[src/rtl/wb_arbiter_n.sv]
// Shares one Wishbone slave among PORTS masters through a registered grant FSM (priority or round-robin).
// A per-transfer watchdog errors out a stalled slave so a hung peripheral cannot hold the bus forever.
module wb_arbiter_n #(
  parameter int    PORTS        = 4,
  parameter int    DATA_WIDTH   = 32,
  parameter int    ADDR_WIDTH   = 32,
  parameter int    SELECT_WIDTH = DATA_WIDTH / 8,
  parameter string ARB_TYPE     = "PRIORITY",
  parameter string LSB_PRIORITY = "HIGH",
  parameter int    TIMEOUT      = 256
) (
  input  logic                            clk,
  input  logic                            rst_n,
  input  logic [PORTS*ADDR_WIDTH-1:0]     wbm_adr_i,
  input  logic [PORTS*DATA_WIDTH-1:0]     wbm_dat_i,
  output logic [DATA_WIDTH-1:0]           wbm_dat_o,
  input  logic [PORTS-1:0]                wbm_we_i,
  input  logic [PORTS*SELECT_WIDTH-1:0]   wbm_sel_i,
  input  logic [PORTS-1:0]                wbm_stb_i,
  input  logic [PORTS-1:0]                wbm_cyc_i,
  output logic [PORTS-1:0]                wbm_ack_o,
  output logic [PORTS-1:0]                wbm_err_o,
  output logic [PORTS-1:0]                wbm_rty_o,
  output logic [ADDR_WIDTH-1:0]           wbs_adr_o,
  output logic [DATA_WIDTH-1:0]           wbs_dat_o,
  input  logic [DATA_WIDTH-1:0]           wbs_dat_i,
  output logic                            wbs_we_o,
  output logic [SELECT_WIDTH-1:0]         wbs_sel_o,
  output logic                            wbs_stb_o,
  output logic                            wbs_cyc_o,
  input  logic                            wbs_ack_i,
  input  logic                            wbs_err_i,
  input  logic                            wbs_rty_i,
  output logic [PORTS-1:0]                grant_o,
  output logic                            timeout_o
);

  localparam int IW = (PORTS > 1) ? $clog2(PORTS) : 1;
  localparam int CW = (TIMEOUT > 1) ? $clog2(TIMEOUT) : 1;
  localparam bit IS_RR    = (ARB_TYPE == "ROUND_ROBIN");
  localparam bit LSB_HIGH = (LSB_PRIORITY == "HIGH");
  localparam logic [CW-1:0] CNT_LAST = (TIMEOUT > 0) ? CW'(TIMEOUT - 1) : '0;

  typedef enum logic [1:0] {S_IDLE, S_GRANT, S_DRAIN} state_t;

  state_t            state_q, state_d;
  logic [PORTS-1:0]  grant_q, grant_d;
  logic [IW-1:0]     last_q, last_d;
  logic [CW-1:0]     cnt_q, cnt_d;
  logic              fire_q, fire_d;
  logic [IW-1:0]     win_idx;
  logic              g_cyc, g_stb, slv_resp;
  int                rank, best;

  // Lowest rank wins; rank 0 is the port directly after the last grant in round-robin mode.
  always_comb begin
    win_idx = '0;
    best    = PORTS;
    rank    = 0;
    for (int i = 0; i < PORTS; i++) begin
      if (IS_RR)         rank = (i + PORTS - 1 - int'(last_q)) % PORTS;
      else if (LSB_HIGH) rank = i;
      else               rank = PORTS - 1 - i;
      if (wbm_cyc_i[i] && rank < best) begin
        best    = rank;
        win_idx = IW'(i);
      end
    end
  end

  always_comb begin
    g_cyc     = |(wbm_cyc_i & grant_q);
    g_stb     = |(wbm_stb_i & grant_q);
    wbs_adr_o = '0;
    wbs_dat_o = '0;
    wbs_sel_o = '0;
    wbs_we_o  = 1'b0;
    for (int i = 0; i < PORTS; i++) begin
      if (grant_q[i]) begin
        wbs_adr_o = wbm_adr_i[i*ADDR_WIDTH +: ADDR_WIDTH];
        wbs_dat_o = wbm_dat_i[i*DATA_WIDTH +: DATA_WIDTH];
        wbs_sel_o = wbm_sel_i[i*SELECT_WIDTH +: SELECT_WIDTH];
        wbs_we_o  = wbm_we_i[i];
      end
    end
  end

  assign slv_resp = wbs_ack_i | wbs_err_i | wbs_rty_i;

  always_comb begin
    state_d = state_q;
    grant_d = grant_q;
    last_d  = last_q;
    cnt_d   = cnt_q;
    fire_d  = 1'b0;
    case (state_q)
      S_IDLE: begin
        cnt_d = '0;
        if (|wbm_cyc_i) begin
          grant_d = PORTS'(1) << win_idx;
          last_d  = win_idx;
          state_d = S_GRANT;
        end
      end
      S_GRANT: begin
        if (!g_cyc) begin
          grant_d = '0;
          cnt_d   = '0;
          state_d = S_IDLE;
        end else if (!g_stb || slv_resp) begin
          cnt_d = '0;
        end else if (TIMEOUT != 0 && cnt_q == CNT_LAST) begin
          // A response in this same cycle would have taken the branch above, so it wins.
          cnt_d   = '0;
          fire_d  = 1'b1;
          state_d = S_DRAIN;
        end else if (TIMEOUT != 0) begin
          cnt_d = cnt_q + CW'(1);
        end
      end
      S_DRAIN: begin
        if (!g_cyc) begin
          grant_d = '0;
          state_d = S_IDLE;
        end
      end
      default: begin
        grant_d = '0;
        state_d = S_IDLE;
      end
    endcase
  end

  always_ff @(posedge clk or negedge rst_n) begin
    if (!rst_n) begin
      state_q <= S_IDLE;
      grant_q <= '0;
      last_q  <= IW'(PORTS - 1);
      cnt_q   <= '0;
      fire_q  <= 1'b0;
    end else begin
      state_q <= state_d;
      grant_q <= grant_d;
      last_q  <= last_d;
      cnt_q   <= cnt_d;
      fire_q  <= fire_d;
    end
  end

  // Slave strobes follow the live cyc so a release takes effect in the same cycle.
  assign wbs_cyc_o = (state_q == S_GRANT) && g_cyc;
  assign wbs_stb_o = wbs_cyc_o && g_stb;
  assign wbm_ack_o = (state_q == S_GRANT) ? (grant_q & {PORTS{wbs_ack_i}}) : '0;
  assign wbm_rty_o = (state_q == S_GRANT) ? (grant_q & {PORTS{wbs_rty_i}}) : '0;
  assign wbm_err_o = (state_q == S_GRANT) ? (grant_q & {PORTS{wbs_err_i}}) : (grant_q & {PORTS{fire_q}});
  assign wbm_dat_o = wbs_dat_i;
  assign grant_o   = grant_q;
  assign timeout_o = fire_q;

endmodule

[config.mk]
export PLATFORM = sky130hd
export DESIGN_NAME = wb_arbiter_n
export DESIGN_NICKNAME = d
export VERILOG_FILES = /design/src/rtl/wb_arbiter_n.sv
export SDC_FILE = /design/constraint.sdc
export NUM_CORES = 1
export LEC_CHECK = 0
export ABC_AREA = 0
export BUFFER_PORTS_ARGS = -buffer_cell sky130_fd_sc_hd__buf_2
export CAP_MARGIN = 20
export CORE_AREA = 3 3 171 173
export DETAILED_ROUTE_END_ITERATION = 12
export DIE_AREA = 0 0 174 176
export SLEW_MARGIN = 10
export SYNTH_ARGS = -nofsm -noshare
export SYNTH_HDL_FRONTEND = slang
export SYNTH_SLANG_ARGS = --single-unit
[constraint.sdc]
create_clock -name clk -period 2.4 [get_ports clk]
set_clock_uncertainty 0.05 [all_clocks]
set_input_delay 0 -clock clk [delete_from_list [all_inputs] [get_ports clk]]
set_output_delay 0 -clock clk [all_outputs]
set_load 0.01 [all_outputs]
Yosys cells after proc, flatten, opt, wreduce, memory -nomap -nowiden --
Index checks and enable logic that the tools add are counted. W data, S select, Z words.
Word-level totals: register bits 15, output and inout port bits 120, input port bits 321, word-level logic and storage cells 82
Cells by class: magnitude comparators 3, multiplexer cells 42, add/sub/neg operators 1, shift operators 1, reduce and logical (&&, ||, !) cells 15, eq/ne operators 8, bitwise gates (word level) 8
Operators with widths (count):
- $mux W32 | 8
- $lt A3 B32 Y1 const A | 2
- $mux W4 | 9
- $and A4 B4 Y4 | 6
- $mux W8 | 3
- $pmux W8 S2 | 1
- $mux W2 | 7
- $reduce_or A4 Y1 | 3
- $mux W1 | 9
- $mux W3 | 3
- $add A8 B1 Y8 const B | 1
- $eq A8 B8 Y1 const B | 1
- $pmux W4 S2 | 1
- $ne A2 B2 Y1 const B | 3
- $ne A3 B3 Y1 const B | 2
- $pmux W2 S3 | 1
- $logic_and A1 B1 Y1 | 5
- $reduce_and A4 Y1 | 1
- $shl A1 B2 Y4 const A | 1
- $lt A1 B3 Y1 const A | 1
- $eq A2 B1 Y1 const B | 1
- $eq A2 B2 Y1 const B | 1
- $logic_not A2 Y1 | 1
- $or A1 B1 Y1 | 2
- other kinds (5) | 5

Depth between registers and ports, before layout --
depth in word-level cells 13, gate-level depth with buffers 6, gate-level depth less buffers 6

Worst setup path before layout --
Ideal clock, no wire load.
kind register -> register, from register state_q[0], to register state_q[0], data arrival time 1.523 ns, clock period less this slack 1.698 ns, setup time 0.125 ns, path slack 0.702 ns, required time 2.225 ns, cell stages (with the launch flop) 7, path buffers 0, path through dfrtp_1 -> inv_1 -> ha_1 -> nor4b_1 -> nand2b_1 -> o211ai_2 -> mux2_4
On the way: longest elaborated chain between the ends 3, elaborated cells between the ends (all ways) 9, those cells by class 6 x eq/ne; 1 x mux; 2 x reduce/logical
RTL lines:
- from (decl) | line 46 | state_t state_q, state_d;
- from (signal assigned) | line 142 | state_q <= state_d;
- $eq A2 B1 Y1, or another cell as far along | line 96 | case (state_q)
- $ne A3 B3 Y1 (no line) / $ne A2 B2 Y1 (equally long branches)
- $reduce_and A4 Y1 (no line)
Parallel ways exist; a longest one is shown, timed or not. A chain may end at the register's enable or synchronous reset.

Final worst setup path --
from register grant_q[2] (netlist: grant_o[2]), to output wbs_sel_o[3]
On the way: longest elaborated chain between the ends 2
RTL lines:
- from (decl) | line 47 | logic [PORTS-1:0] grant_q, grant_d;
- from (signal assigned) | line 143 | grant_q <= grant_d;
- $mux W4 (2 in a row) | line 79 | if (grant_q[i]) begin
- to (decl) | line 28 | output logic [SELECT_WIDTH-1:0] wbs_sel_o,
Every way passes these cells.

==> metrics <==
insertion delay to the later sink of the worst-skew pair about 240 ps; final net count 1134; Final setup viols 0; placer's final routability congestion estimate between 0.9 and 1; n_diodes 0; CTS tree built; initial antenna violation count 2; Max-slew headroom 66.8%; Die X 174 um; WL final 19500 um; average cell area after synthesis about 7.1 um2; Longest Clk Path Bufs 2; RSZ-0062 raised after global routing false; worst hold path class primary input to flop; Via-to-Cell Ratio 4.34; crit path cell chain buf_12, nor2b_1, o31ai_1, buf_2; dpl hpwl between 15000 and 20000 um; largest family of logic cells by synthesized area compound AO/OA/AOI/OAI gates; Max Clk Rate 0.486 GHz; Num CTS Buffers 3; DRC errors left 0; Max VDD drop 0.478 mV; sequential element share of the synthesized area 11.6%; Synth Area in Compound Gates 41.5%; Post-Synth Simple-Gate Area 28.7%; setup slack after layout about 340 ps; Synth Net Count 784; CP Max Fanout 63; worst slew pin tran 494 ps; most frequent cells in the layout buf_2 (376), nand2_1 (77), nor2b_1 (72), a221oi_1 (68), o31ai_1 (68); part of the power in registers approximately a tenth; worst slack, placed 448 ps; slowest stage delay, CP 630 ps; Clock Sinks 15; Final Cycle Share 85.8%; sw frac 50.0%; initial drt markers 324; Port Buffers 376; Std-Cell Rows 61; Starting Density a little under an eighth; Final Hold Vio Count 0; setup bufs post-CTS 0; Max Cap Viol 0; number of global-route vias before repair 4813; post-synthesis async set-or-reset flop share 100%; Total Routing Usage GR 11.2%; Worst-path clk slew 50 ps; via count between 5000 and 6000; Wirelength per Cell 16.4 um; Post-Synth Adder-Cell Area 1.93%; critical path arrival 2010 ps; number of synthesized register bits 15; CP required 2350 ps; Ys Warns 0; most common library cell in the layout ignoring fill and taps buf_2; ratio of cells with drive above 1 in the final layout 50.8%; largest net degree at the start of global routing 64; setup_tns 0 ps; clk root buf clkbuf_16; Die Span Y 176 um; synthesized cell area 3240 um2; part of the power in combinational logic 81.4%; H-tree Lvls 1; crit path kind flop to primary output; Most used DFF post-synth dfrtp_1; Int Pwr 1.77 mW; Ports 441; CP Launch Type flop; Post-synth EDFFs 0; Netlist cell types 42; wire length of the first global-routing pass 27900 um; die area 30600 um2; total global routing overflow 0; cts hold-fix bufs 33; P per Cell Area ~600 nW/um2; Max stage delay cell, worst path dfrtp_4; status completed; Synth Instances 458; XOR/XNOR share of the synthesized area 0.811%; power share of the clock group 9.1%; CP endpoint kind primary output; post-synthesis mux area share 1.08%; Final Max Slew Viols 0; P&R area growth vs syn 77.8%; leakage power 2.71 nW; cts repair resizes 0; Tmin final 2060 ps; antenna-violating nets left 0; Core Region 27800 um2; Sw Pwr 1.77 mW; drt first pass iters 5
==> cell usage after synthesis (2+ instances only) <==
cell type  count  area, um2
ha_1           5       62.6
buf_4         35        263
and3_1         9       56.3
a32o_1         2       20.0
nand2_1       77        289
a21o_1         3       22.5
o31ai_1       68        510
nand4_1        2       12.5
buf_2         12       60.1
dfrtp_1       15        375
clkbuf_1      34        128
nor2b_1       73        457
a22o_1         2       17.5
nand3_1        5       25.0
o211ai_1       2       15.0
a22oi_2        2       25.0
a21oi_1        6       30.0
xnor2_1        2       17.5
inv_1          3       11.3
nor2_1         5       18.8
a221oi_1      68        596
mux2i_1        2       20.0
o21ai_1        4       20.0
or3_1          2       12.5
a31oi_1        3       18.8
==> worst max-delay path, delay by kind of cell (launching register included) <==
| family | cells | cell delay, ps |
|---|---|---|
| flip-flops | 1 | 630 |
| AND/OR/NAND/NOR | 1 | 180 |
| AO/OA/AOI/OAI | 1 | 440 |
| buffers and inverters | 2 | 460 |
==> registers in the layout (all words and copies together), names as in the netlist <==
name	count
timeout_o	1
state_q	2
grant_o	4
cnt_q	8
==> stage by stage <==
step	instance area [um2]	util [%]	cells	total power [mW]	hold slack [ps]
2_1_floorplan	3240	-	458	1.95	-346
3_3_place_gp	5350	19.3	1148	3.13	-117
3_5_place_dp	5350	19.3	1148	3.16	-115
4_1_cts	5760	20.7	1185	3.56	23.8
5_1_grt	5760	20.7	1185	3.80	60.0
6_report	5760	20.7	1185	3.54	24.2
==> cells by family (layout without fill, tap and decap cells) <==
kind of cell,after synthesis,in the layout
and+or+nand+nor,181,181
AOI/OAI and AO/OA,166,166
buffers and inverters,85,434
DFF,15,15
adders and majority gates,5,5
xor gates and xnor gates,3,3
muxes,3,3
==> worst paths after layout <==
kind	startpoint	to	slack, ps	cells past startpoint
worst max register to register	state_q[1]	state_q[0]	410	6
max in group asynchronous	rst_n	grant_o[2]	1840	2
worst min register to register	cnt_q[1]	cnt_q[1]	480	1
min in group asynchronous	rst_n	cnt_q[1]	160	2
worst max-delay path	grant_o[2]	wbs_sel_o[3]	340	4
worst min-delay path	wbm_cyc_i[0]	grant_o[0]	20	2
==> routing by layer <==
layer	wire (um)	vias to the layer above	global-route usage (%)
met2	9650	275	19.2
met4	480	4	2.61
met5	26	-	0
li1	-	2413	-
met1	7830	2420	14.6
met3	1460	30	2.02
==> power groups by stage <==
stage / clock network (mW) / registers [mW] / logic [mW]
5_1_grt: 0.346 / 0.341 / 3.11
2_1_floorplan: 0 / 0.314 / 1.64
4_1_cts: 0.331 / 0.336 / 2.89
3_5_place_dp: 0 / 0.340 / 2.82
6_report: 0.324 / 0.335 / 2.88
3_3_place_gp: 0 / 0.339 / 2.79
==> layout make-up <==
type | count | area, um2
multi-input cells | 358 | 2410
well taps | 378 | 473
clock buffers | 3 | 75.1
flip-flops and latches | 15 | 384
repair buffers | 426 | 2400
clock inverters | 1 | 5.00
fillers | 3166 | 22000
inverters | 4 | 15.0
Power figures use the tool's default switching activity.
